$ cat src/rtl/clock_pkg.sv
// Shared state encoding, BCD limits and field helper for the time-setting controller.
package clock_pkg;

  typedef logic [3:0] bcd_t;
  typedef logic [2:0] state_t;

  localparam state_t ST_RUN    = 3'd0;
  localparam state_t ST_HOUR   = 3'd1;
  localparam state_t ST_MIN    = 3'd2;
  localparam state_t ST_SEC    = 3'd3;
  localparam state_t ST_COMMIT = 3'd4;

  localparam bcd_t HOUR_MAX_TENS  = 4'd2;
  localparam bcd_t HOUR_MAX_UNITS = 4'd3;
  localparam bcd_t MS_MAX_TENS    = 4'd5;
  localparam bcd_t MS_MAX_UNITS   = 4'd9;

  // One-hot {hour,min,sec} position of the field being edited in a given state.
  function automatic logic [2:0] field_mask(input state_t st);
    case (st)
      ST_HOUR: field_mask = 3'b100;
      ST_MIN:  field_mask = 3'b010;
      ST_SEC:  field_mask = 3'b001;
      default: field_mask = 3'b000;
    endcase
  endfunction

endpackage

$ cat src/rtl/bcd_updown2.sv
// Two-digit BCD up/down counter with parallel load, clear and wrap at a max value.
module bcd_updown2
  import clock_pkg::*;
(
  input  logic clk,
  input  logic reset,
  input  logic load,
  input  bcd_t load_tens,
  input  bcd_t load_units,
  input  logic clr,
  input  logic up,
  input  logic down,
  input  bcd_t max_tens,
  input  bcd_t max_units,
  output bcd_t tens,
  output bcd_t units
);

  logic at_max;
  logic at_zero;

  assign at_max  = (tens == max_tens) && (units == max_units);
  assign at_zero = (tens == 4'd0) && (units == 4'd0);

  always_ff @(posedge clk) begin
    if (reset) begin
      tens  <= 4'd0;
      units <= 4'd0;
    end else if (load) begin
      tens  <= load_tens;
      units <= load_units;
    end else if (clr) begin
      tens  <= 4'd0;
      units <= 4'd0;
    end else if (up) begin
      if (at_max) begin
        tens  <= 4'd0;
        units <= 4'd0;
      end else if (units == 4'd9) begin
        tens  <= tens + 4'd1;
        units <= 4'd0;
      end else begin
        units <= units + 4'd1;
      end
    end else if (down) begin
      if (at_zero) begin
        tens  <= max_tens;
        units <= max_units;
      end else if (units == 4'd0) begin
        tens  <= tens - 4'd1;
        units <= 4'd9;
      end else begin
        units <= units - 4'd1;
      end
    end
  end

endmodule

$ cat src/rtl/time_set_ctrl.sv
// Button-driven time-setting controller: captures running time, edits h/m/s in BCD,
// and hands the result back to the timekeeper with a one-cycle load pulse.
//
// state  | meaning
// RUN    | clock running, shadow held, buttons except mode ignored
// HOUR   | editing hours (00..23)
// MIN    | editing minutes (00..59)
// SEC    | editing seconds (00..59), cleared on entry
// COMMIT | one-cycle load pulse, then back to RUN
module time_set_ctrl
  import clock_pkg::*;
#(
  parameter int CLK_HZ    = 50_000_000,
  parameter int TIMEOUT_S = 30
) (
  input  logic       clk_50M,
  input  logic       reset,
  input  logic       btn_mode,
  input  logic       btn_inc,
  input  logic       btn_dec,
  input  logic [3:0] cur_hour_chuc,
  input  logic [3:0] cur_hour_dv,
  input  logic [3:0] cur_min_chuc,
  input  logic [3:0] cur_min_dv,
  input  logic [3:0] cur_sec_chuc,
  input  logic [3:0] cur_sec_dv,
  output logic [3:0] set_hour_chuc,
  output logic [3:0] set_hour_dv,
  output logic [3:0] set_min_chuc,
  output logic [3:0] set_min_dv,
  output logic [3:0] set_sec_chuc,
  output logic [3:0] set_sec_dv,
  output logic       set_active,
  output logic       load,
  output logic [2:0] blank_mask,
  output logic [1:0] field
);

  localparam int BLINK_TC   = CLK_HZ / 2 - 1;
  localparam int TIMEOUT_TC = TIMEOUT_S * CLK_HZ - 1;
  localparam int BLINK_W    = (BLINK_TC > 0) ? $clog2(BLINK_TC + 1) : 1;
  localparam int TO_W       = (TIMEOUT_TC > 0) ? $clog2(TIMEOUT_TC + 1) : 1;
  localparam logic [BLINK_W-1:0] BLINK_RELOAD = BLINK_W'(BLINK_TC);
  localparam logic [TO_W-1:0]    TO_RELOAD    = TO_W'(TIMEOUT_TC);

  state_t state;
  state_t state_nxt;

  logic mode_q, inc_q, dec_q;
  logic mode_e, inc_e, dec_e, any_e;
  logic inc_act, dec_act;
  logic edit;
  logic timeout;
  logic capture;
  logic clr_sec;

  logic [BLINK_W-1:0] blink_cnt;
  logic               blink_phase;
  logic [TO_W-1:0]    idle_cnt;

  assign mode_e = btn_mode & ~mode_q;
  assign inc_e  = btn_inc  & ~inc_q;
  assign dec_e  = btn_dec  & ~dec_q;
  assign any_e  = mode_e | inc_e | dec_e;

  // Mode wins over everything; simultaneous inc and dec cancel each other.
  assign inc_act = inc_e & ~dec_e & ~mode_e;
  assign dec_act = dec_e & ~inc_e & ~mode_e;

  assign edit    = (state == ST_HOUR) || (state == ST_MIN) || (state == ST_SEC);
  assign timeout = edit && !any_e && (idle_cnt == '0);
  assign capture = (state == ST_RUN) && mode_e;
  assign clr_sec = (state == ST_MIN) && mode_e;

  always_comb begin
    state_nxt = state;
    case (state)
      ST_RUN:    if (mode_e) state_nxt = ST_HOUR;
      ST_HOUR:   if (mode_e) state_nxt = ST_MIN;    else if (timeout) state_nxt = ST_RUN;
      ST_MIN:    if (mode_e) state_nxt = ST_SEC;    else if (timeout) state_nxt = ST_RUN;
      ST_SEC:    if (mode_e) state_nxt = ST_COMMIT; else if (timeout) state_nxt = ST_RUN;
      ST_COMMIT: state_nxt = ST_RUN;
      default:   state_nxt = ST_RUN;
    endcase
  end

  always_ff @(posedge clk_50M) begin
    if (reset) begin
      state  <= ST_RUN;
      mode_q <= 1'b0;
      inc_q  <= 1'b0;
      dec_q  <= 1'b0;
    end else begin
      state  <= state_nxt;
      mode_q <= btn_mode;
      inc_q  <= btn_inc;
      dec_q  <= btn_dec;
    end
  end

  always_ff @(posedge clk_50M) begin
    if (reset) begin
      blink_cnt   <= '0;
      blink_phase <= 1'b0;
    end else if (!edit || (state_nxt != state) || inc_e || dec_e) begin
      blink_cnt   <= BLINK_RELOAD;
      blink_phase <= 1'b0;
    end else if (blink_cnt == '0) begin
      blink_cnt   <= BLINK_RELOAD;
      blink_phase <= ~blink_phase;
    end else begin
      blink_cnt <= blink_cnt - 1'b1;
    end
  end

  always_ff @(posedge clk_50M) begin
    if (reset) begin
      idle_cnt <= '0;
    end else if (!edit || any_e) begin
      idle_cnt <= TO_RELOAD;
    end else if (idle_cnt != '0) begin
      idle_cnt <= idle_cnt - 1'b1;
    end
  end

  bcd_updown2 u_hour (
    .clk        (clk_50M),
    .reset      (reset),
    .load       (capture),
    .load_tens  (cur_hour_chuc),
    .load_units (cur_hour_dv),
    .clr        (1'b0),
    .up         ((state == ST_HOUR) && inc_act),
    .down       ((state == ST_HOUR) && dec_act),
    .max_tens   (HOUR_MAX_TENS),
    .max_units  (HOUR_MAX_UNITS),
    .tens       (set_hour_chuc),
    .units      (set_hour_dv)
  );

  bcd_updown2 u_min (
    .clk        (clk_50M),
    .reset      (reset),
    .load       (capture),
    .load_tens  (cur_min_chuc),
    .load_units (cur_min_dv),
    .clr        (1'b0),
    .up         ((state == ST_MIN) && inc_act),
    .down       ((state == ST_MIN) && dec_act),
    .max_tens   (MS_MAX_TENS),
    .max_units  (MS_MAX_UNITS),
    .tens       (set_min_chuc),
    .units      (set_min_dv)
  );

  bcd_updown2 u_sec (
    .clk        (clk_50M),
    .reset      (reset),
    .load       (capture),
    .load_tens  (cur_sec_chuc),
    .load_units (cur_sec_dv),
    .clr        (clr_sec),
    .up         ((state == ST_SEC) && inc_act),
    .down       ((state == ST_SEC) && dec_act),
    .max_tens   (MS_MAX_TENS),
    .max_units  (MS_MAX_UNITS),
    .tens       (set_sec_chuc),
    .units      (set_sec_dv)
  );

  // All outputs decode the state register only, so no input reaches them combinationally.
  assign load       = (state == ST_COMMIT);
  assign set_active = (state != ST_RUN);
  assign field      = edit ? state[1:0] : 2'd0;
  assign blank_mask = field_mask(state) & {3{blink_phase}};

endmodule

$ cat config.mk
export PLATFORM = sky130hd
export DESIGN_NAME = time_set_ctrl
export DESIGN_NICKNAME = d
export VERILOG_FILES = /design/src/rtl/clock_pkg.sv /design/src/rtl/bcd_updown2.sv /design/src/rtl/time_set_ctrl.sv
export SDC_FILE = /design/constraint.sdc
export NUM_CORES = 1
export LEC_CHECK = 0
export CORE_MARGIN = 2
export CORE_UTILIZATION = 30
export DETAILED_ROUTE_END_ITERATION = 16
export DONT_BUFFER_PORTS = 1
export SETUP_SLACK_MARGIN = 0.1
export SLEW_MARGIN = 40
export SYNTH_ARGS = -nofsm -noshare
export SYNTH_HDL_FRONTEND = slang
export SYNTH_HIERARCHICAL = 1
export SYNTH_SLANG_ARGS = --single-unit
$ cat constraint.sdc
create_clock -name clk_50M -period 3.1 [get_ports clk_50M]
set_input_delay 0.31 -clock clk_50M [delete_from_list [all_inputs] [get_ports clk_50M]]
set_output_delay 0.31 -clock clk_50M [all_outputs]
set_load 0.01 [all_outputs]
=== Word level (Yosys, flattened, before mapping) ===
Index checks and enable logic that the tools add are counted.

* Output and inout bits: 31
* Input bits: 29
* Flip-flop bits (word level): 87

* Muxes and demuxes: 56
* Reductions and logical operators: 48
* Bitwise gates (word level): 17
* $add $sub $neg: 14
* Equal/unequal tests: 15

{| class="wikitable"
|+ Operators with widths
! kind !! count
|-
| $mux 4 || 44
|-
| $mux 31 || 2
|-
| $mux 25 || 2
|-
| $logic_not 31->1 || 1
|-
| $reduce_bool 31->1 || 1
|-
| $sub 31x1->31 const B || 1
|-
| $logic_not 25->1 || 1
|-
| $sub 25x1->25 const B || 1
|-
| $add 4x1->4 const B || 6
|-
| $logic_not 4->1 || 6
|-
| $sub 4x1->4 const B || 6
|-
| $logic_and 1x1->1 || 16
|-
| $mux 3 || 5
|-
| $eq 4x4->1 const B || 3
|-
| $pmux 3 s4 || 1
|-
| $reduce_bool 4->1 || 3
|-
| $pmux 3 s3 || 1
|-
| $reduce_and 3->1 || 3
|-
| $reduce_bool 3->1 || 3
|-
| $eq 4x2->1 const B || 2
|-
| $eq 4x3->1 const B || 2
|-
| $ne 4x4->1 const B || 2
|-
| $and 1x1->1 || 7
|-
| $not 1->1 || 7
|-
| 15 further kinds || 24
|}

=== Logic depth before layout (Yosys ltp) ===
Gate-level depths: netlist of run 1.

* Depth after elaboration: 15
* Mapped depth: 10
* Mapped depth without buffers: 8

=== Hierarchy ===
Netlist of run 1, hierarchy kept.

{| class="wikitable"
|+ By module, submodules not included
! module !! cells each !! sequential area each (µm²) !! area each (µm²) !! instances
|-
| time_set_ctrl || 367 || 1261.2 || 3171.8 || 1
|-
| bcd_updown2 || 112 || 160.2 || 915.9 || 3
|}

=== Least setup slack after synthesis of run 1 ===
No wires, ideal clock.

* Kind: register -> register
* Start point: reg idle_cnt[0]
* End point: reg blink_cnt[16]
* Path slack: 639 ps
* Arrival: 2390 ps
* Library setup time: 71 ps
* Stages on the path, launching flop included: 11
* Cell sequence: dfxtp_1 inv_1 ha_1 or4b_1 or3_1 or4_1 buf_2 and3_1 buf_6 buf_12 a21oi_4

* Cells in the longest elaborated chain, start to end: 10

{| class="wikitable"
|+ RTL lines
! what !! line !! RTL
|-
| start, declared || time_set_ctrl.sv:59 || <nowiki>logic [TO_W-1:0] idle_cnt;</nowiki>
|-
| start signal, assigned || time_set_ctrl.sv:122 || <nowiki>idle_cnt <= idle_cnt - 1'b1;</nowiki>
|-
| $logic_not 31->1 * || time_set_ctrl.sv:71 || <nowiki>assign timeout = edit && !any_e && (idle_cnt == '0);</nowiki>
|-
| $logic_and 1x1->1 * || time_set_ctrl.sv:71 ||
|-
| $mux 3 * || time_set_ctrl.sv:79, time_set_ctrl.sv:80, time_set_ctrl.sv:81 ||
|-
| $mux 3 (on tied branches) || time_set_ctrl.sv:81, time_set_ctrl.sv:79, time_set_ctrl.sv:80 ||
|-
| $pmux 3 s4 * || time_set_ctrl.sv:77 || <nowiki>case (state)</nowiki>
|-
| $ne 3x3->1 * || time_set_ctrl.sv:105 || <nowiki>end else if (!edit || (state_nxt != state) || inc_e || dec_e) begin</nowiki>
|-
| $logic_or 1x1->1 * (3 in series) || time_set_ctrl.sv:105 ||
|-
| $mux 25 * || time_set_ctrl.sv:105 ||
|-
| end signal, assigned || time_set_ctrl.sv:112 || <nowiki>blink_cnt <= blink_cnt - 1'b1;</nowiki>
|-
| end, declared || time_set_ctrl.sv:57 || <nowiki>logic [BLINK_W-1:0] blink_cnt;</nowiki>
|}

Mark *: on every way between the ends. The rest lies on a longest branch, timed or not.
A chain may end at the register's enable or synchronous reset.

=== Worst setup path in the final report of run 1 ===
* Start point: reg idle_cnt[0]
* End point: reg blink_cnt[15]

* Cells in the longest elaborated chain, start to end: 10

{| class="wikitable"
|+ RTL lines
! what !! line
|-
| $logic_not 31->1 * || time_set_ctrl.sv:71
|-
| $logic_and 1x1->1 * || time_set_ctrl.sv:71
|-
| $mux 3 * || time_set_ctrl.sv:79, time_set_ctrl.sv:80, time_set_ctrl.sv:81
|-
| $mux 3 (on tied branches) || time_set_ctrl.sv:81, time_set_ctrl.sv:79, time_set_ctrl.sv:80
|-
| $pmux 3 s4 * || time_set_ctrl.sv:77
|-
| $ne 3x3->1 * || time_set_ctrl.sv:105
|-
| $logic_or 1x1->1 * (3 in series) || time_set_ctrl.sv:105
|-
| $reduce_or 3->1 (no source line) * || -
|}

Marks and branches as above.

==> results.md, run 1 <==
* Outcome: completed
* DRC viols at 0
* Slew Viols, Final at 0
* Fill cell count at 2,064
* Crit path max-delay cell type: or4_1
* Setup crit end kind: flip-flop
* Hold Path Sink: u_hour/tens[1]
* Fin crit period at 2.757 ns
* Combinational family with the most area after synthesis: simple AND/OR/NAND/NOR gates
* FF-to-FF setup slack at 0.34 ns
* Clock Path Buffers at 2
* VDD IR max at 0.2481 mV
* Critical Path Max Stage Delay at 0.57 ns
* Hold Vio Cnt, Final at 0
* Hold Path Cell Cnt at 1
* Core area at 19,400 sq um
* Req. time, crit path at 3.34 ns
* Most frequent cells after synthesis: 87 x dfxtp_1, 67 x nor2_1, 40 x nand2_1
* Mapped Cells at 703
* Met2 Resource Use GR at 22.03%
* Clk sinks at 87
* Initial DRC count at 284
* # diodes at 0
* Crit start category: flip-flop
* Vias in the first global route at 4,700
* Post-CTS Resized at 0
* H-tree depth at 3
* Worst Hold Class: input port to flip-flop
* Top-area cell type share of the netlist area at 29.42%
* FF-to-FF End: blink_cnt[15]
* Clock Skew at 0.01148 ns
* Critical path fanouts, max at 17
* Most frequent cell after synthesis: dfxtp_1
* Syn Area/Cell at 8.420 sq um
* Final net count at 792
* DIE AREA at 20,870 sq um
* Final worst slack at 0.3426 ns
* Synth top area cells: dfxtp_1 29%, xor2_1 5.0%, ha_1 4.4%, nor2_1 4.2%, xnor2_1 3.6%
* Die width at 144.5 um
* Worst r2r path cells at 7
* Synth unique cells at 68
* Vias per cell at 5.106
* Fin crit share at 88.95%
* CTS buffer count at 9
* Register area share after synthesis at 29.42%
* Chip Height at 144.5 um
* Gr usage total at 13.83%
* Drt pass-1 iters at 5
* Global-route wire length before repair at 23.44 mm
* Post-synthesis mux area share at 2.325%
* # rows at 51
* Top FF cell, synth: dfxtp_1
* Slew @ Worst Pin at 0.8125 ns
* Max-Cap Viols at 0
* Achievable Freq at 362.7 MHz
* Reg clk slew, reported paths at 0.08 ns
* Crit-path leading delay family: simple AND/OR/NAND/NOR gates
* Met3 GRT Util at 3.543%
* I/O pin count at 60
* GRT Residual Overflow at 0
* Area grow syn2layout at 11.67%
* Data arrival, critical path at 3.00 ns
* RD Place Congestion at 0.8774
* Port Buffers at 0
* Share of cells above drive strength 1 at 11.91%
* Post-synth ARST share at 0%
* Setup_tns at 0 ns
* RSZ-0062 raised after global routing: no
* CP Launch Point: idle_cnt[0]
* Worst Path Buf+Inv at 1
* Simple-gate share of the synthesized area at 28.87%
* Clk_lat worst skew at 0.35 ns
* R2R Path Start: idle_cnt[0]
* Hold Startpoint: reset
* Worst-path cell chain: inv_1, ha_1, or4b_1, or3_1, or4_1, and3_2, nor3b_1
* Final setup violation count at 0
* Detailed-route wire length at 14.53 mm
* Initial antenna violation count at 0
* Slew margin rel. at 45.42%
* DR vias at 5,167
* Post-synthesis xor/xnor area fraction at 8.582%
* CTS tree: built
* Post-Synth Adder-Cell Area at 4.439%
* Post-synth top area cell: dfxtp_1
* YS warnings at 6
* DP Worst Slack at 0.2306 ns
* Final Util at 34.08%
* WL/cell at 14.36 um
* Power per Cell Area at 465.5 nW/um^2
* Antenna Nets Post-Route at 0
* Post-synth EDFFs at 0
* Crit Path Class: flip-flop to flip-flop
* Top Usage Layer GRT: met2
* Synth Cell Area at 5919 sq um
* Compound-Gate Fraction of Synth Area at 20.82%
* Leak at 2.377 nW
* GR Layer Usage met1 at 18.55%
* Starting density of the core at 30.51%
* CTS Hold Bufs at 1
* CTS Root Cell: clkbuf_16
* Post-DP HPWL at 10.26 mm
* Setup bufs post-CTS at 0
* #FFs+latches synth at 87
* Largest net degree at the start of global routing at 73
cells by family after synthesis:
| family | Yosys count |
|---|---|
| xor gates and xnor gates | 58 |
| buffers and inverters | 63 |
| muxes | 13 |
| DFF | 87 |
| adders and majority gates | 21 |
| and+or+nand+nor | 295 |
| AOI/OAI and AO/OA | 164 |
| other | 2 |
worst max path at each step:
stage,to,slack (ns),depth (start not counted)
after global placement,blink_cnt[15],0.25,7
after floorplan,blink_cnt[16],0.64,10
final,blink_cnt[15],0.34,7
after global routing,blink_cnt[15],0.18,7
after detailed placement,blink_cnt[15],0.23,7
after CTS,blink_cnt[15],0.19,7
flip-flops by register name, indices dropped and copies added (netlist names), 3 cells and up:
| signal | flops |
|---|---|
| u_hour/units | 4 |
| u_min/units | 4 |
| u_sec/tens | 4 |
| blink_cnt | 25 |
| u_min/tens | 4 |
| state | 3 |
| u_hour/tens | 4 |
| u_sec/units | 4 |
| idle_cnt | 31 |
layer usage:
| metal | part of all wire [%] | wire length (um) |
|---|---|---|
| met5 | 0 | 0 |
| met4 | 1.6 | 228 |
| met1 | 48 | 7008 |
| met2 | 45 | 6569 |
| met3 | 5.0 | 725 |
area by class of cell:
| type | count | area, sq um | area share (%) |
|---|---|---|---|
| clock buffers | 9 | 225.2 | 3.407 |
| flip-flops and latches | 87 | 1742 | 26.35 |
| well taps | 265 | 331.6 | 5.016 |
| inverters | 27 | 101.3 | 1.533 |
| multi-input cells | 607 | 4070 | 61.57 |
| repair buffers | 10 | 77.57 | 1.174 |
| clock inverters | 7 | 62.56 | 0.9464 |
layout by cell type, fill, tap and decap left out, types with 23 or more instances in the layout:
| master | n |
|---|---|
| nor3_1 | 25 |
| inv_1 | 27 |
| xnor2_1 | 24 |
| dfxtp_1 | 87 |
| nand2_1 | 40 |
| conb_1 | 56 |
| xor2_1 | 34 |
| a21oi_1 | 29 |
| or4_1 | 23 |
| or3_1 | 23 |
| nor2_1 | 66 |
worst reg2reg max path: stages (launching register included):
cell and delay, ns:
dfxtp_1 0.33, inv_1 0.11, ha_1 0.16, or4b_1 0.47
or3_1 0.40, or4_1 0.57, and3_2 0.40, nor3b_1 0.21
power by group:
group          leakage [nW]  switching (mW)  internal [mW]  total [mW]
Clock                 0.139           0.516          0.563        1.08
Combinational          1.52           0.357          0.305       0.662
Sequential            0.720           0.147           1.19        1.34
through the flow:
stage	hold WS, ns	cell area [sq um]	total power, mW	cells
floorplan	0.4382	6122	1.911	757
global placement	0.3852	6305	2.006	995
detailed placement	0.3838	6305	2.015	995
CTS	0.002196	6603	3.106	1012
global route	0.0002170	6610	3.256	1012
finish	0.01656	6610	3.077	1012
(Power assumes the default switching activity.)
==> run 2: changes to the inputs <==
CAP_MARGIN = 20   (was default)
REMOVE_ABC_BUFFERS = 1   (was default)
==> run 2 against run 1 <==
Effect of this change: non-clock buffer count down 1; sequential share of layout area about the same; critical endpoint unchanged; largest cell class unchanged; clock skew down 0.0024 ns; worst hold slack better by 0.014 ns; sequential power about the same; register-to-register slack about the same; via count down 0.74%; power up 1.6%; fmax down 0.11%.
==> results.md, run 2 (same netlist as run 1, synthesis figures left out) <==
* Crit Path Class: flip-flop to flip-flop
* Clock Skew at 0.009038 ns (-0.002444 ns)
* Critical path fanouts, max at 17 (unchanged)
* Power per Cell Area at 472.6 nW/um^2 (+1.5%)
* WL/cell at 14.31 um (-0.36%)
* I/O pin count at 60 (unchanged)
* GR Layer Usage met1 at 17.86% (-0.68 points)
* Global-route wire length before repair at 23.59 mm (+0.65%)
* RSZ-0062 raised after global routing: no
* Met2 Resource Use GR at 23.37% (+1.3 points)
* RD Place Congestion at 0.8078 (-7.9%)
* Core area at 19,400 sq um (unchanged)
* CTS Root Cell: clkbuf_16
* Initial antenna violation count at 1 (+1)
* Vias per cell at 5.068 (-0.74%)
* Met3 GRT Util at 4.536% (+0.99 points)
* Post-DP HPWL at 10.60 mm (+3.3%)
* FF-to-FF setup slack at 0.34 ns (about the same)
* Worst hold slack at 0.03089 ns (+0.01433 ns)
* Fin crit period at 2.761 ns (+0.003123 ns)
* CP Launch Point: idle_cnt[0]
* Worst r2r path cells at 7 (unchanged)
* Final net count at 791 (-0.13%)
* Top Usage Layer GRT: met2
* # rows at 51 (unchanged)
* Setup bufs post-CTS at 0 (unchanged)
* Leak at 2.384 nW (+0.29%)
* Hold Vio Cnt, Final at 0 (unchanged)
* Setup crit end kind: flip-flop
* DR vias at 5,129 (-0.74%)
* CTS Hold Bufs at 0 (-1)
* Detailed-route wire length at 14.48 mm (-0.36%)
* Reg clk slew, reported paths at 0.07 ns (about the same)
* GRT Residual Overflow at 0 (unchanged)
* Fill cell count at 2,086 (+1.1%)
* Gr usage total at 14.12% (+0.30 points)
* Crit start category: flip-flop
* Largest net degree at the start of global routing at 73 (unchanged)
* Clk_lat worst skew at 0.35 ns (about the same)
* Achievable Freq at 362.2 MHz (-0.11%)
* Slew Viols, Final at 0 (unchanged)
* Area grow syn2layout at 11.77% (about the same)
* Chip Height at 144.5 um (unchanged)
* DRC viols at 0 (unchanged)
* Final setup violation count at 0 (unchanged)
* Max-Cap Viols at 0 (unchanged)
* Setup_tns at 0 ns (unchanged)
* CTS buffer count at 9 (unchanged)
* Worst Hold Class: input port to flip-flop
* Slew @ Worst Pin at 0.7531 ns (-0.05937 ns)
* Drt pass-1 iters at 4 (-1)
* FF-to-FF End: blink_cnt[15]
* Clk sinks at 87 (unchanged)
* Post-CTS Resized at 0 (unchanged)
* Slew margin rel. at 49.40% (+4.0 points)
* Largest register FFs at 31 (unchanged)
* Data arrival, critical path at 3.00 ns (about the same)
* Outcome: completed
* Largest reg by FF count: idle_cnt
* Hold Startpoint: reset
* R2R Path Start: idle_cnt[0]
* DIE AREA at 20,870 sq um (unchanged)
* Top Registers: idle_cnt x31, blink_cnt x25
* Port Buffers at 0 (unchanged)
* VDD IR max at 0.2527 mV (+1.8%)
* Final Power at 3.127 mW (+1.6%)
* Clock Path Buffers at 2 (unchanged)
* Commonest non-fill, non-tap cell in the layout: dfxtp_1
* Share of cells above drive strength 1 at 11.66% (-0.25 points)
* Fin crit share at 89.05% (+0.10 points)
* Req. time, crit path at 3.33 ns (about the same)
* Initial DRC count at 314 (+11%)
* Starting density of the core at 30.51% (unchanged)
* H-tree depth at 3 (unchanged)
* CTS tree: built
* Antenna Nets Post-Route at 0 (unchanged)
* Die width at 144.5 um (unchanged)
* Worst setup path end: blink_cnt[15]
* Vias in the first global route at 4,762 (+1.3%)
* Most frequent cells in the layout: 87 x dfxtp_1, 66 x nor2_1, 56 x conb_1
==> run 2: cell type report <==
| cell class | count | area, sq um | share of cell area, % |
|---|---|---|---|
| clock buffers | 11 | 242.7 | 3.669 |
| diodes | 1 | 2.502 | 0.03782 |
| repair buffers | 9 | 67.56 | 1.021 |
| well taps | 265 | 331.6 | 5.011 |
| clock inverters | 5 | 65.06 | 0.9834 |
| inverters | 27 | 101.3 | 1.532 |
| multi-input cells | 607 | 4064 | 61.42 |
| flip-flops and latches | 87 | 1742 | 26.32 |
==> run 2: per-stage QoR <==
| stage | worst slack (ns) | util, % | cells | instance area (sq um) |
|---|---|---|---|---|
| 2_1_floorplan | 0.2945 | - | 721 | 5903 |
| 3_3_place_gp | 0.2472 | 32.50 | 995 | 6305 |
| 3_5_place_dp | 0.3518 | 32.51 | 995 | 6306 |
| 4_1_cts | 0.3319 | 34.09 | 1011 | 6614 |
| 5_1_grt | 0.1995 | 34.11 | 1012 | 6616 |
| 6_report | 0.3395 | 34.11 | 1012 | 6616 |
==> run 2: how the worst min path moves through the flow <==
| stage | slack [ns] | endpoint | cells after the start |
|---|---|---|---|
| after floorplan | 0.37 | blink_cnt[16] | 1 |
| after global placement | 0.39 | u_sec/tens[1] | 1 |
| after detailed placement | 0.39 | u_sec/units[3] | 1 |
| after CTS | 0.01 | u_sec/units[3] | 1 |
| after global routing | 0.01 | u_sec/units[3] | 1 |
| final | 0.03 | u_sec/units[3] | 1 |
==> run 2: per-layer routing <==
| metal | part of all wire, % | up-vias |
|---|---|---|
| met1 | 47 | 2400 |
| li1 | - | 2642 |
| met4 | 0.96 | 0 |
| met3 | 5.0 | 12 |
| met2 | 47 | 75 |
| met5 | 0 | - |
==> run 2: report_power, final <==
group / internal, mW / leakage [nW] / switching, mW
registers: 1.19 / 0.720 / 0.148
clock network: 0.656 / 0.151 / 0.475
logic: 0.303 / 1.51 / 0.355
total: 2.15 / 2.38 / 0.978
==> run 2: worst max-delay path, cell delays in order (launching register included) <==
cell and delay (ns):
dfxtp_1 0.33, inv_1 0.11, ha_1 0.16, or4b_1 0.47, or3_1 0.38, or4_1 0.58, and3_2 0.40, nor3b_1 0.20
==> run 3: changes to the inputs <==
CORE_UTILIZATION = 50   (was 30)
MAX_ROUTING_LAYER = met4   (was default)
==> run 3 against run 2 <==
Effect of this change: critical path depth stayed put; sequential share of layout area rose by 0.63 points; via count grew 0.58%; final cell count down 12%; clock skew barely moved; first-iteration DRC count increased by 16%; non-clock buffer count shrank 1; sequential cell count is the same; wire length decreased by 2.0%; register-to-register slack gained 0.11 ns; design area is 2.3% lower; combinational power about the same.
==> results.md, run 3 (same netlist as run 1, synthesis figures left out) <==
* Outcome: completed
* Hold Path Sink: idle_cnt[19]
* # rows at 39 (-24%)
* CTS Hold Bufs at 0 (unchanged)
* I/O pin count at 60 (unchanged)
* DRC viols at 0 (unchanged)
* Antenna Nets Post-Route at 0 (unchanged)
* Final instance area at 6461 sq um (-2.3%)
* Detailed-route wire length at 14.18 mm (-2.0%)
* Setup_tns at 0 ns (unchanged)
* Share of cells above drive strength 1 at 11.68% (+0.016 points)
* Final setup violation count at 0 (unchanged)
* R2R Path Start: blink_cnt[0]
* Top Usage Layer GRT: met2
* Slew @ Worst Pin at 0.7677 ns (+0.01460 ns)
* Post-DP HPWL at 10.05 mm (-5.1%)
* Initial antenna violation count at 0 (-1)
* Data arrival, critical path at 2.89 ns (-0.11 ns)
* Port Buffers at 0 (unchanged)
* Fill cell count at 1,100 (-47%)
* Clk sinks at 87 (unchanged)
* CTS tree: built
* Hold Path Cell Cnt at 1 (unchanged)
* Initial DRC count at 363 (+16%)
* Worst r2r path cells at 7 (unchanged)
* Req. time, crit path at 3.34 ns (about the same)
* # diodes at 0 (-1)
* Combinational power share at 20.8% (-0.2 points)
* Final net count at 790 (-0.13%)
* DIE AREA at 12,730 sq um (-39%)
* Clk network pwr share at 36.7% (+0.5 points)
* Starting density of the core at 51.62% (+21 points)
* Crit Path Class: flip-flop to flip-flop
* Setup bufs post-CTS at 0 (unchanged)
* Hold Startpoint: reset
* Worst Hold Class: input port to flip-flop
* CTS Root Cell: clkbuf_16
* Final worst slack at 0.4543 ns (+0.1148 ns)
* GRT Residual Overflow at 0 (unchanged)
* Inst Count DP at 872 (-12%)
* Clock Path Buffers at 2 (unchanged)
* DR vias at 5,159 (+0.58%)
* Slew margin rel. at 48.82% (-0.59 points)
* Largest reg by FF count: idle_cnt
* RSZ-0062 raised after global routing: no
* Register area at 1742 sq um (unchanged)
* Vias in the first global route at 4,837 (+1.6%)
* VDD IR max at 0.3954 mV (+56%)
* Critical path fanouts, max at 17 (unchanged)
* Max-Cap Viols at 0 (unchanged)
* FF-to-FF End: blink_cnt[15]
* Largest register FFs at 31 (unchanged)
* Power per Cell Area at 487.2 nW/um^2 (+3.1%)
* Footprint of the multi-input gates at 4064 sq um (unchanged)
* Hold Vio Cnt, Final at 0 (unchanged)
* CTS buffer count at 9 (unchanged)
* Chip Height at 112.8 um (-22%)
* Final Util at 56.34% (+22 points)
* Achievable Freq at 378.0 MHz (+4.3%)
* Crit start category: flip-flop
* Die width at 112.8 um (-22%)
* Reg clk slew, reported paths at 0.06 ns (about the same)
* Setup crit end kind: flip-flop
* Fin crit period at 2.646 ns (-0.1148 ns)
* RD Place Congestion at 0.8197 (+1.5%)
* Global-route wire length before repair at 23.71 mm (+0.50%)
* Fin crit share at 85.35% (-3.7 points)
* Sequential share of power at 42.5% (-0.3 points)
* Worst hold slack at 0.02785 ns (-0.003038 ns)
* Slew Viols, Final at 0 (unchanged)
* Area grow syn2layout at 9.152%
* Internal power at 2.166 mW (+0.80%)
* Leak at 2.376 nW (-0.34%)
* GR Layer Usage met1 at 31.08% (+13 points)
* Met3 GRT Util at 4.285% (-0.25 points)
* Sw Pwr at 0.9814 mW (+0.39%)
* Post-CTS Resized at 0 (unchanged)
* Drt pass-1 iters at 5 (+1)
* Vias per cell at 5.810 (+15%)
* Switching share of power at 31.18% (-0.088 points)
* Commonest non-fill, non-tap cell in the layout: dfxtp_1
* FF-to-FF setup slack at 0.45 ns (+0.11 ns)
* Most frequent cells in the layout: 87 x dfxtp_1, 66 x nor2_1, 56 x conb_1
* Gr usage total at 23.24% (+9.1 points)
* Largest net degree at the start of global routing at 73 (unchanged)
* Fin cells at 888 (-12%)
* WL/cell at 15.97 um (+12%)
* Met2 Resource Use GR at 35.37% (+12 points)
* H-tree depth at 3 (unchanged)
* Clk_lat worst skew at 0.35 ns (about the same)
* Top Registers: idle_cnt x31, blink_cnt x25
* Placed instance area at 6145 sq um (-2.6%)
* Core area at 11,470 sq um (-41%)
* DP Worst Slack at 0.2973 ns (-0.05455 ns)
* Clock Skew at 0.009115 ns (+0.00007632 ns)
* Final Power at 3.148 mW (+0.67%)
[run 3: cell types whose count changed in the layout (fill, tap and decap cells not counted)]
cell	previous run	this run
buf_4	9	8
clkbuf_1	1	0
clkbuf_8	1	2
clkinv_4	2	0
clkinvlp_4	0	2
diode_2	1	0
[run 3: final cells by class]
cell class / count / share of cell area, %
multi-input combinational: 607 / 62.90
sequential: 87 / 26.96
clock buffer: 11 / 3.912
tap: 143 / 2.769
inverter: 27 / 1.569
clock inverter: 5 / 0.9682
timing repair buffer: 8 / 0.9295
[run 3: power groups by stage]
stage / logic, mW / registers [mW] / clock network [mW]
2_1_floorplan: 0.536 / 1.33 / 0
3_3_place_gp: 0.634 / 1.36 / 0
3_5_place_dp: 0.647 / 1.36 / 0
4_1_cts: 0.650 / 1.34 / 1.19
5_1_grt: 0.732 / 1.35 / 1.23
6_report: 0.655 / 1.34 / 1.15
[run 3: critical path: stages (launching register included)]
cell     delay (ns)
dfxtp_1        0.34
inv_1          0.06
ha_1           0.19
or4b_1         0.54
or3_1          0.33
or4_1          0.47
and3_2         0.40
nor3b_1        0.20
[run 3: how the worst max path moves through the flow]
stage | cells after the start | slack [ns] | start | endpoint
floorplan | 5 | 0.29 | state[1] | blink_cnt[15]
global placement | 7 | 0.36 | blink_cnt[0] | blink_cnt[15]
detailed placement | 7 | 0.30 | blink_cnt[0] | blink_cnt[15]
CTS | 7 | 0.29 | blink_cnt[0] | blink_cnt[15]
global route | 7 | 0.33 | blink_cnt[0] | blink_cnt[3]
finish | 7 | 0.45 | blink_cnt[0] | blink_cnt[15]
[run 3: routing by layer]
| layer | routed length, um | up-vias |
|---|---|---|
| met5 | 0 | - |
| met4 | 218 | 0 |
| met3 | 645 | 17 |
| met2 | 6461 | 110 |
| met1 | 6859 | 2398 |
| li1 | - | 2634 |
